--- config.mk ---
export PLATFORM = sky130hd
export DESIGN_NAME = task_dispatcher_flat
export DESIGN_NICKNAME = d
export VERILOG_FILES = /design/src/rtl/task_dispatcher_if.sv /design/src/rtl/task_dispatcher.sv /design/src/flat_wrapper.sv
export SDC_FILE = /design/constraint.sdc
export NUM_CORES = 1
export LEC_CHECK = 0
export ABC_AREA = 1
export ABC_CLOCK_PERIOD_IN_PS = 7320
export CORE_MARGIN = 2
export CORE_UTILIZATION = 40
export DETAILED_ROUTE_END_ITERATION = 8
export GPL_TIMING_DRIVEN = 1
export SLEW_MARGIN = 30
export SYNTH_ARGS = -nofsm -noshare
export SYNTH_HDL_FRONTEND = slang
export SYNTH_SLANG_ARGS = --single-unit
export TNS_END_PERCENT = 100
--- constraint.sdc ---
create_clock -name clock -period 7.32 [get_ports clock]
set_clock_uncertainty 0.05 [all_clocks]
set_input_delay 1.464 -clock clock [delete_from_list [all_inputs] [get_ports clock]]
set_output_delay 1.464 -clock clock [all_outputs]
set_load 0.01 [all_outputs]
--- src/rtl/task_dispatcher_if.sv ---
// task_dispatcher_if: processor-facing control and status bus of the task dispatcher
interface task_dispatcher_if #(
  parameter int PROC_CNT = 4,
  parameter int ADDR_W = 8,
  parameter int Q_DEPTH = 16
);
  logic start;
  logic [PROC_CNT-1:0] proc_running;
  logic [PROC_CNT-1:0] proc_onspawn;
  logic [PROC_CNT*ADDR_W-1:0] proc_spawn_addr;
  logic [PROC_CNT-1:0] proc_ack;
  logic [PROC_CNT-1:0] proc_start;
  logic [PROC_CNT*ADDR_W-1:0] proc_start_addr;
  logic busy;
  logic done;
  logic [$clog2(Q_DEPTH):0] q_level;
  logic spawn_stall;
  modport master(
    output start, proc_running, proc_onspawn, proc_spawn_addr,
    input proc_ack, proc_start, proc_start_addr, busy, done, q_level, spawn_stall
  );
  modport slave(
    input start, proc_running, proc_onspawn, proc_spawn_addr,
    output proc_ack, proc_start, proc_start_addr, busy, done, q_level, spawn_stall
  );
endinterface

--- src/rtl/task_dispatcher.sv ---
// task_dispatcher: round-robin scan that queues spawned tasks and dispatches them to idle processors
module task_dispatcher #(
  parameter int PROC_CNT = 4,
  parameter int ADDR_W = 8,
  parameter int Q_DEPTH = 16,
  parameter logic [ADDR_W-1:0] BOOT_ADDR = '0
) (
  input logic clock,
  input logic reset,
  task_dispatcher_if.slave bus
);
  localparam int PW = $clog2(PROC_CNT);
  localparam int QW = $clog2(Q_DEPTH);
  localparam int CW = $clog2(PROC_CNT + 1);
  localparam logic [1:0] IDLE = 2'd0;
  localparam logic [1:0] SCAN = 2'd1;
  localparam logic [1:0] DONE = 2'd2;
  logic [1:0] state_q, state_d;
  logic [PW-1:0] ptr_q, ptr_d;
  logic [CW-1:0] cnt_q, cnt_d;
  logic [QW-1:0] wr_q, wr_d, rd_q, rd_d;
  logic [QW:0] lvl_q, lvl_d;
  logic [ADDR_W-1:0] mem_q [Q_DEPTH];
  logic [ADDR_W-1:0] mem_d [Q_DEPTH];
  logic [PROC_CNT-1:0] ack_q, ack_d, last_q, last_d, launched_q, launched_d, start_q, start_d;
  logic [PROC_CNT*ADDR_W-1:0] addr_q, addr_d;
  logic done_q, done_d;
  logic pend, idle, full, stall;
  always_comb begin
    state_d = state_q;
    ptr_d = ptr_q;
    cnt_d = cnt_q;
    wr_d = wr_q;
    rd_d = rd_q;
    lvl_d = lvl_q;
    mem_d = mem_q;
    ack_d = ack_q;
    last_d = last_q;
    launched_d = launched_q & ~bus.proc_running;
    start_d = '0;
    addr_d = addr_q;
    done_d = done_q;
    pend = bus.proc_onspawn[ptr_q] ^ last_q[ptr_q];
    idle = !bus.proc_running[ptr_q] && !launched_q[ptr_q];
    full = lvl_q == (QW+1)'(Q_DEPTH);
    stall = 1'b0;
    if (state_q != SCAN && bus.start) begin
      state_d = SCAN;
      ptr_d = '0;
      cnt_d = '0;
      wr_d = '0;
      rd_d = '0;
      lvl_d = '0;
      done_d = 1'b0;
      start_d[0] = 1'b1;
      addr_d[ADDR_W-1:0] = BOOT_ADDR;
      launched_d[0] = 1'b1;
    end else if (state_q == SCAN) begin
      ptr_d = (ptr_q == PW'(PROC_CNT - 1)) ? '0 : ptr_q + 1'b1;
      // window of consecutive quiet visits; any activity restarts it
      cnt_d = (!pend && idle && lvl_q == '0) ? cnt_q + 1'b1 : '0;
      if (pend && !full) begin
        mem_d[wr_q] = bus.proc_spawn_addr[ptr_q*ADDR_W +: ADDR_W];
        wr_d = wr_q + 1'b1;
        lvl_d = lvl_q + 1'b1;
        ack_d[ptr_q] = ~ack_q[ptr_q];
        last_d[ptr_q] = bus.proc_onspawn[ptr_q];
      end else if (pend) begin
        stall = 1'b1;
      end else if (idle && lvl_q != '0) begin
        start_d[ptr_q] = 1'b1;
        addr_d[ptr_q*ADDR_W +: ADDR_W] = mem_q[rd_q];
        launched_d[ptr_q] = 1'b1;
        rd_d = rd_q + 1'b1;
        lvl_d = lvl_q - 1'b1;
      end
      if (cnt_d == CW'(PROC_CNT)) begin
        state_d = DONE;
        done_d = 1'b1;
      end
    end
  end
  always_ff @(posedge clock) begin
    mem_q <= mem_d;
    if (reset) begin
      state_q <= IDLE;
      ptr_q <= '0;
      cnt_q <= '0;
      wr_q <= '0;
      rd_q <= '0;
      lvl_q <= '0;
      ack_q <= bus.proc_onspawn;
      last_q <= bus.proc_onspawn;
      launched_q <= '0;
      start_q <= '0;
      addr_q <= '0;
      done_q <= 1'b0;
    end else begin
      state_q <= state_d;
      ptr_q <= ptr_d;
      cnt_q <= cnt_d;
      wr_q <= wr_d;
      rd_q <= rd_d;
      lvl_q <= lvl_d;
      ack_q <= ack_d;
      last_q <= last_d;
      launched_q <= launched_d;
      start_q <= start_d;
      addr_q <= addr_d;
      done_q <= done_d;
    end
  end
  assign bus.proc_ack = ack_q;
  assign bus.proc_start = start_q;
  assign bus.proc_start_addr = addr_q;
  assign bus.busy = state_q == SCAN;
  assign bus.done = done_q;
  assign bus.q_level = lvl_q;
  assign bus.spawn_stall = stall;
endmodule

--- src/flat_wrapper.sv ---
// flat-port wrapper written by rule: the top's interface ports become plain ports
module task_dispatcher_flat 
#(
  parameter int PROC_CNT = 4,
  parameter int ADDR_W = 8,
  parameter int Q_DEPTH = 16,
  parameter logic [ADDR_W-1:0] BOOT_ADDR = '0
)
  (clock, reset, bus_start, bus_proc_running, bus_proc_onspawn, bus_proc_spawn_addr, bus_proc_ack, bus_proc_start, bus_proc_start_addr, bus_busy, bus_done, bus_q_level, bus_spawn_stall);
  task_dispatcher_if #(.PROC_CNT(PROC_CNT), .ADDR_W(ADDR_W), .Q_DEPTH(Q_DEPTH)) bus_i ();
  input logic clock;
  input logic reset;
  input wire logic [$bits(bus_i.start)-1:0] bus_start;
  input wire logic [$bits(bus_i.proc_running)-1:0] bus_proc_running;
  input wire logic [$bits(bus_i.proc_onspawn)-1:0] bus_proc_onspawn;
  input wire logic [$bits(bus_i.proc_spawn_addr)-1:0] bus_proc_spawn_addr;
  output wire logic [$bits(bus_i.proc_ack)-1:0] bus_proc_ack;
  output wire logic [$bits(bus_i.proc_start)-1:0] bus_proc_start;
  output wire logic [$bits(bus_i.proc_start_addr)-1:0] bus_proc_start_addr;
  output wire logic [$bits(bus_i.busy)-1:0] bus_busy;
  output wire logic [$bits(bus_i.done)-1:0] bus_done;
  output wire logic [$bits(bus_i.q_level)-1:0] bus_q_level;
  output wire logic [$bits(bus_i.spawn_stall)-1:0] bus_spawn_stall;
  assign bus_i.start = bus_start;
  assign bus_i.proc_running = bus_proc_running;
  assign bus_i.proc_onspawn = bus_proc_onspawn;
  assign bus_i.proc_spawn_addr = bus_proc_spawn_addr;
  assign bus_proc_ack = bus_i.proc_ack;
  assign bus_proc_start = bus_i.proc_start;
  assign bus_proc_start_addr = bus_i.proc_start_addr;
  assign bus_busy = bus_i.busy;
  assign bus_done = bus_i.done;
  assign bus_q_level = bus_i.q_level;
  assign bus_spawn_stall = bus_i.spawn_stall;
  task_dispatcher #(.PROC_CNT(PROC_CNT), .ADDR_W(ADDR_W), .Q_DEPTH(Q_DEPTH), .BOOT_ADDR(BOOT_ADDR)) u_core (.clock(clock), .reset(reset), .bus(bus_i));
endmodule
==> impl_metrics.py, run 1 <==
metrics = {
    "detailed_routing": {
        "avgViaCountPerCell": 5.12,
        "drtIter0Drc": 424,
        "drc": 0,
        "routedWlPerCell_um": 17.2,
        "vias": 6717,
        "dr.pass1.iters": 5,
        "wirelength_mm": 22.5,
        "ant_nets": 0,
    },
    "timing": {
        "fmax_ghz": 0.212,
        "slew_viol_final": 0,
        "setup_slack_ps": 2590,
        "hold_viol": 0,
        "min_period_ps": 4730,
        "setup_viol": 0,
        "slew_headroom_pct": 38.5,
        "period_share_pct": 64.6,
        "tightest_slew_ps": 916,
        "setup_tns_ps": 0,
        "rsz0062_at_grt": "no",
    },
    "worst_setup_path": {
        "cp.depth": 8,
        "path_cells": "clkdlybuf4s50_1 -> nand2_1 -> nand3_1 -> nand2_2 -> nand2_4 -> nand3b_1 -> nor2_1 -> clkdlybuf4s50_1",
        "cp_common_cell": "clkdlybuf4s50_1",
        "slowest_stage": "clkdlybuf4s50_1",
        "critPathCaptureType": "output port",
        "ff2ff_path_depth": 10,
        "worstPathMaxFanout": 5,
        "worstPathRequired_ps": 5810,
        "arrival_ps": 3210,
        "worstSetupPathType": "input port to output port",
        "critical_path.top_delay_family": "buffers and inverters",
        "start_kind": "input port",
        "cp_num_buf_inv": 2,
        "cpPeakStageDelay_ps": 560,
    },
    "power_and_ir_drop": {
        "p_sw_mw": 0.596,
        "clkPwrFrac_pct": 40.1,
        "swShare_pct": 25.2,
        "internal_power_mw": 1.77,
        "vdd_ir_drop_max_mv": 0.164,
        "power_frac_seq_pct": 51.5,
        "p_per_area_nw_per_um2": 224,
        "combPwrFrac_pct": 8.3,
        "p_leak_nw": 3.91,
        "p_total_mw": 2.36,
    },
    "layout": {
        "final-seq-area_um2": 5290,
        "finish.utilization_pct": 48.6,
        "nFillCells": 2034,
        "multiInputGateArea_um2": 3100,
        "nets": 1081,
        "area_growth_pct": 20.3,
        "final_cell_count_no_fill": 1313,
        "antenna_cells": 0,
        "layout-drive-gt1-share_pct": 6.49,
    },
    "worst_hold_path": {
        "min_path_cells": 1,
        "min_path_type": "flip-flop to flip-flop",
    },
    "floorplan": {
        "io_pins": 91,
        "start_util_pct": 40.4,
        "num_rows": 54,
        "die_h_um": 152,
        "die_w_um": 152,
        "die-area_um2": 23100,
        "core_um2": 21700,
    },
    "placed_design": {
        "io_buffers": 90,
        "gp_congestion": 0.793,
        "pre_cts_ws_ps": 2580,
        "place_inst": 1281,
        "hpwl_mm": 15.1,
    },
    "global_route": {
        "grt_max_degree": 75,
        "grtUsageTotal_pct": 19.6,
        "grt_overflow": 0,
        "grt_pass1_vias": 6371,
        "grt_pass1_wl_mm": 35.5,
        "antenna_found_initial": 0,
    },
    "clocking": {
        "post_cts_buffers": 0,
        "cts.clk_slew.worst_paths_ps": 70,
        "cts_hold_buf": 0,
        "htreeDepth": 4,
        "cts_resized": 0,
        "clock_sinks": 196,
        "root_buffer": "clkbuf_16",
        "cts_buffers": 17,
        "cts_tree": "yes",
        "cts_buffer_depth": 2,
        "clock_latency_ps": 440,
    },
    "yosys": {
        "synth_cell_type_count": 36,
        "synthesis.area_um2": 8770,
        "netlist_instances": 939,
        "syn_area_per_cell_um2": 9.34,
        "ys_ff_latch": 196,
        "syn_nets": 1000,
        "yosys_warnings": 0,
        "ys_seq_area_share_pct": 60.3,
    },
    "run_status": {
        "status": "complete, no violations",
    },
    "job": {
        "max_cap_viol_count": 0,
    },
}
==> path summary, 6_finish.rpt <==
check	start	to	slack, ps
setup / recovery	bus_proc_onspawn[3]	bus_spawn_stall	2590
hold / removal	u_core.launched_q[0]	u_core.launched_q[0]	410
setup reg to reg	u_core.ptr_q[0]	u_core.mem_q[127]	4150
hold reg to reg	u_core.launched_q[0]	u_core.launched_q[0]	410
==> worst reg2reg max path, cell delays in order (launching register included) <==
cell and delay [ps]:
dfxtp_1 810, inv_6 240, nand2_1 150, nand2_1 70
nand2_1 60, nand2_1 80, nand2_4 120, nand4_4 180
inv_2 200, nand2_1 160, nor2_1 690
==> layer usage <==
layer,track usage [%],part of all wire (%)
met5,0,0
met4,4.85,1.4
met3,3.71,5.0
met2,30.9,46
met1,27.9,47
==> power groups by stage <==
stage / Combinational (mW) / Clock, mW / Sequential (mW)
2_1_floorplan: 0.113 / 0 / 1.24
3_3_place_gp: 0.196 / 0 / 1.24
3_5_place_dp: 0.197 / 0 / 1.24
4_1_cts: 0.198 / 0.960 / 1.22
5_1_grt: 0.219 / 0.997 / 1.22
6_report: 0.197 / 0.948 / 1.22
==> stage by stage <==
step | area [µm²] | hold WS (ps)
floorplan | 8770 | 377
global placement | 9940 | 384
detailed placement | 9940 | 392
CTS | 10500 | 409
global route | 10500 | 431
finish | 10500 | 406
==> cell usage in the layout, fill, tap and decap left out, drive strengths merged <==
master | Yosys | layout
nor3 | 3 | 3
clkbuf | 17 | 18
xor2 | 5 | 5
fa | 1 | 1
bufinv | 0 | 1
a21oi | 59 | 59
o21ai | 46 | 46
nand3 | 66 | 66
a21o | 1 | 1
clkdlybuf4s50 | 0 | 90
o211ai | 8 | 8
nor2 | 154 | 154
o32ai | 3 | 3
edfxtp | 136 | 136
o22ai | 17 | 17
buf | 20 | 9
nand4 | 7 | 7
clkinv | 4 | 10
dfxtp | 60 | 60
nand3b | 2 | 2
nand2 | 255 | 255
ha | 17 | 17
inv | 58 | 65
==> sequential cells by signal, indices dropped and copies added, names as in the netlist <==
name and count:
u_core.bus.done 1, u_core.bus.proc_start_addr 32, u_core.bus.q_level 5, u_core.state_q 1, u_core.wr_q 4, u_core.bus.proc_ack 4, u_core.launched_q 4, u_core.bus.proc_start 4
u_core.last_q 4, u_core.cnt_q 3, u_core.mem_q 128, u_core.rd_q 4, u_core.ptr_q 2
==> synth_stat cells, drive strengths merged <==
master	number	area share (%)
o21ai	46	2.6
nor2	154	7.1
inv	58	2.5
nand3	66	4.0
fa	1	0.23
o22ai	17	1.2
nand2	255	12
nor3	3	0.17
o32ai	3	0.30
a21oi	59	3.4
nand3b	2	0.17
buf	20	1.3
clkbuf	17	0.73
o211ai	8	0.69
a21o	1	0.086
ha	17	2.4
nand4	7	0.67
dfxtp	60	14
clkinv	4	0.17
xor2	5	0.50
edfxtp	136	47
==> cell type report <==
cell class | instances | area share, %
clock buffers | 18 | 4.27
clock inverters | 14 | 1.41
well taps | 280 | 3.32
repair buffers | 99 | 9.19
flip-flops and latches | 196 | 50.1
multi-input cells | 644 | 29.4
inverters | 62 | 2.25
==> cell families (layout without fill, tap and decap cells) <==
logic type	count (synthesis)	in the layout	synth area share, %
AO/OA/AOI/OAI	134	134	8.28
buffers and inverters	99	193	4.70
XOR/XNOR	5	5	0.500
flip-flops	196	196	60.3
adder cells (fa/ha/maj)	18	18	2.65
AND/OR/NAND/NOR	487	487	23.6
No activity file was read; power rests on OpenSTA's default activity.
==> run 2, diff against run 1 <==
--- a/config.mk
+++ b/config.mk
@@ -6,7 +6,7 @@
 export NUM_CORES = 1
 export LEC_CHECK = 0
 export ABC_AREA = 1
-export ABC_CLOCK_PERIOD_IN_PS = 7320
+export ABC_CLOCK_PERIOD_IN_PS = 3900
 export CORE_MARGIN = 2
 export CORE_UTILIZATION = 40
 export DETAILED_ROUTE_END_ITERATION = 8
==> constraint.sdc (replaced) <==
create_clock -name clock -period 3.9 [get_ports clock]
set_clock_uncertainty 0.05 [all_clocks]
set_input_delay 0.78 -clock clock [delete_from_list [all_inputs] [get_ports clock]]
set_output_delay 0.78 -clock clock [all_outputs]
set_load 0.01 [all_outputs]
==> run 2 against run 1 <==
  * Combinational power is 96% higher
  * Sequential power is 88% higher
  * Sequential cell count stayed put
  * Die area stayed put
  * Non-clock buffer count is 5 higher
  * Global-route usage is 0.24 points higher
  * Total power is 87% higher
  * Highest routed layer unchanged
  * Clock-buffer cell count is 3 higher
  * Wire length is 0.94% higher
  * Critical path depth is 1 higher
  * Register-to-register slack worse by 3300 ps
  * Cell count is 0.38% higher
==> impl_metrics.py, run 2 (synthesis gave the netlist of run 1 again) <==
metrics = {
    "run_status": {
        "status": "complete, no violations",
    },
    "worst_hold_path": {
        "hold_end": "u_core.launched_q[0]",
        "min-delay-start": "u_core.launched_q[0]",
        "min_path_type": "flip-flop to flip-flop",
        "min_path_cells": 1,
    },
    "detailed_routing": {
        "ant_nets": 0,
        "routedWlPerCell_um": 17.3,
        "vias": 6697,
        "wirelength_mm": 22.8,
        "avgViaCountPerCell": 5.08,
        "drtIter0Drc": 740,
        "dr.pass1.iters": 5,
        "drc": 0,
    },
    "global_route": {
        "grt_overflow": 0,
        "grt_pass1_wl_mm": 35.4,
        "grtUsageTotal_pct": 19.8,
        "antenna_found_initial": 0,
        "grt_max_degree": 76,
        "grt_pass1_vias": 6338,
    },
    "layout": {
        "antenna_cells": 0,
        "final_common_cell": "nand2_1",
        "nets": 1086,
        "nFillCells": 1977,
        "layout-drive-gt1-share_pct": 6.55,
        "final_cell_count_no_fill": 1318,
        "area_growth_pct": 20.3,
        "largest_reg_flops": 128,
        "largest_register": "u_core.mem_q",
        "mostFrequentLayoutCells": "247 x nand2_1, 149 x nor2_1, 136 x edfxtp_1",
    },
    "timing": {
        "hold_viol": 0,
        "slew_viol_final": 0,
        "hold_ws_ps": 411,
        "rsz0062_at_grt": "no",
        "min_period_ps": 3540,
        "tightest_slew_ps": 862,
        "setup_viol": 0,
        "period_share_pct": 90.7,
        "setup_tns_ps": 0,
        "slew_headroom_pct": 42.1,
        "fmax_ghz": 0.283,
    },
    "clocking": {
        "cts_hold_buf": 0,
        "cts_buffer_depth": 2,
        "htreeDepth": 4,
        "cts_tree": "yes",
        "cts.clk_slew.worst_paths_ps": 80,
        "clock_latency_ps": 450,
        "cts_buffers": 17,
        "cts_resized": 0,
        "post_cts_buffers": 0,
        "root_buffer": "clkbuf_16",
        "clock_sinks": 196,
    },
    "floorplan": {
        "num_rows": 54,
        "die_h_um": 152,
        "die_w_um": 152,
        "io_pins": 91,
        "core_um2": 21700,
        "die-area_um2": 23100,
        "start_util_pct": 40.4,
    },
    "worst_setup_path": {
        "r2r_setup_slack_ps": 820,
        "worstPathMaxFanout": 30,
        "worstSetupPathType": "flip-flop to output port",
        "start_kind": "flip-flop",
        "ff2ff_path_depth": 10,
        "critPathCaptureType": "output port",
        "r2r_start": "u_core.ptr_q[0]",
        "r2r-end": "u_core.mem_q[83]",
        "arrival_ps": 2710,
        "worstPathRequired_ps": 3070,
    },
    "placed_design": {
        "hpwl_mm": 15.8,
        "io_buffers": 90,
        "gp_congestion": 0.794,
        "place_inst": 1286,
    },
    "power_and_ir_drop": {
        "p_per_area_nw_per_um2": 418,
        "vdd_ir_drop_max_mv": 0.302,
        "p_leak_nw": 3.92,
    },
    "job": {
        "max_cap_viol_count": 0,
    },
}
-- run 2: cell count changes in the layout (fill, tap and decap cells not counted), sizes merged --
cell / delta
clkinvlp: +1
inv: -4
bufinv: -1
clkinv: +1
clkbuf: +3
buf: +5
-- run 2: cell type report --
class	count	area [µm²]	area share, %
sequential	196	5290	50.1
multi-input combinational	644	3070	29.1
timing repair buffer	104	1010	9.54
clock buffer	21	503	4.77
tap	280	350	3.32
inverter	62	238	2.26
clock inverter	11	88.8	0.843
-- run 2: report_power, final --
part	internal [mW]	total (mW)	switching [mW]
Sequential	2.27	2.29	0.0176
Clock	0.936	1.73	0.799
Combinational	0.133	0.386	0.253
-- run 2: worst max-delay path, cell delays in order, from the launching register on --
cell	delay (ps)
dfxtp_1	800
inv_6	220
nand2_1	150
nand2_1	60
nand2_1	60
nand2_1	90
nand2_4	130
nand3b_1	90
nor2_1	90
clkdlybuf4s50_1	550
-- run 2: per-layer routing --
metal / up-vias / part of all wire (%) / GRT usage [%]
met5: - / 0 / 0
met4: 0 / 1.7 / 5.96
met3: 29 / 5.1 / 2.97
met2: 199 / 46 / 31.2
met1: 3144 / 47 / 28.4
li1: 3325 / - / -
-- run 2: how the worst max path moves through the flow --
| stage | slack, ps | from | cells after the start | to |
|---|---|---|---|---|
| floorplan | 1340 | bus_proc_onspawn[1] | 14 | u_core.bus.q_level[4] |
| global placement | 570 | bus_proc_onspawn[3] | 8 | bus_spawn_stall |
| detailed placement | 570 | bus_proc_onspawn[1] | 8 | bus_spawn_stall |
| CTS | 360 | u_core.ptr_q[0] | 9 | bus_spawn_stall |
| global route | 150 | u_core.ptr_q[0] | 9 | bus_spawn_stall |
| finish | 360 | u_core.ptr_q[0] | 9 | bus_spawn_stall |
-- run 2: through the flow --
stage	worst slack, ps	power, mW	utilization, %	instance area (µm²)
2_1_floorplan	1340	2.54	-	8770
3_3_place_gp	574	2.71	45.9	9950
3_5_place_dp	568	2.72	45.9	9950
4_1_cts	361	4.43	48.6	10500
5_1_grt	148	4.56	48.6	10500
6_report	361	4.41	48.6	10500
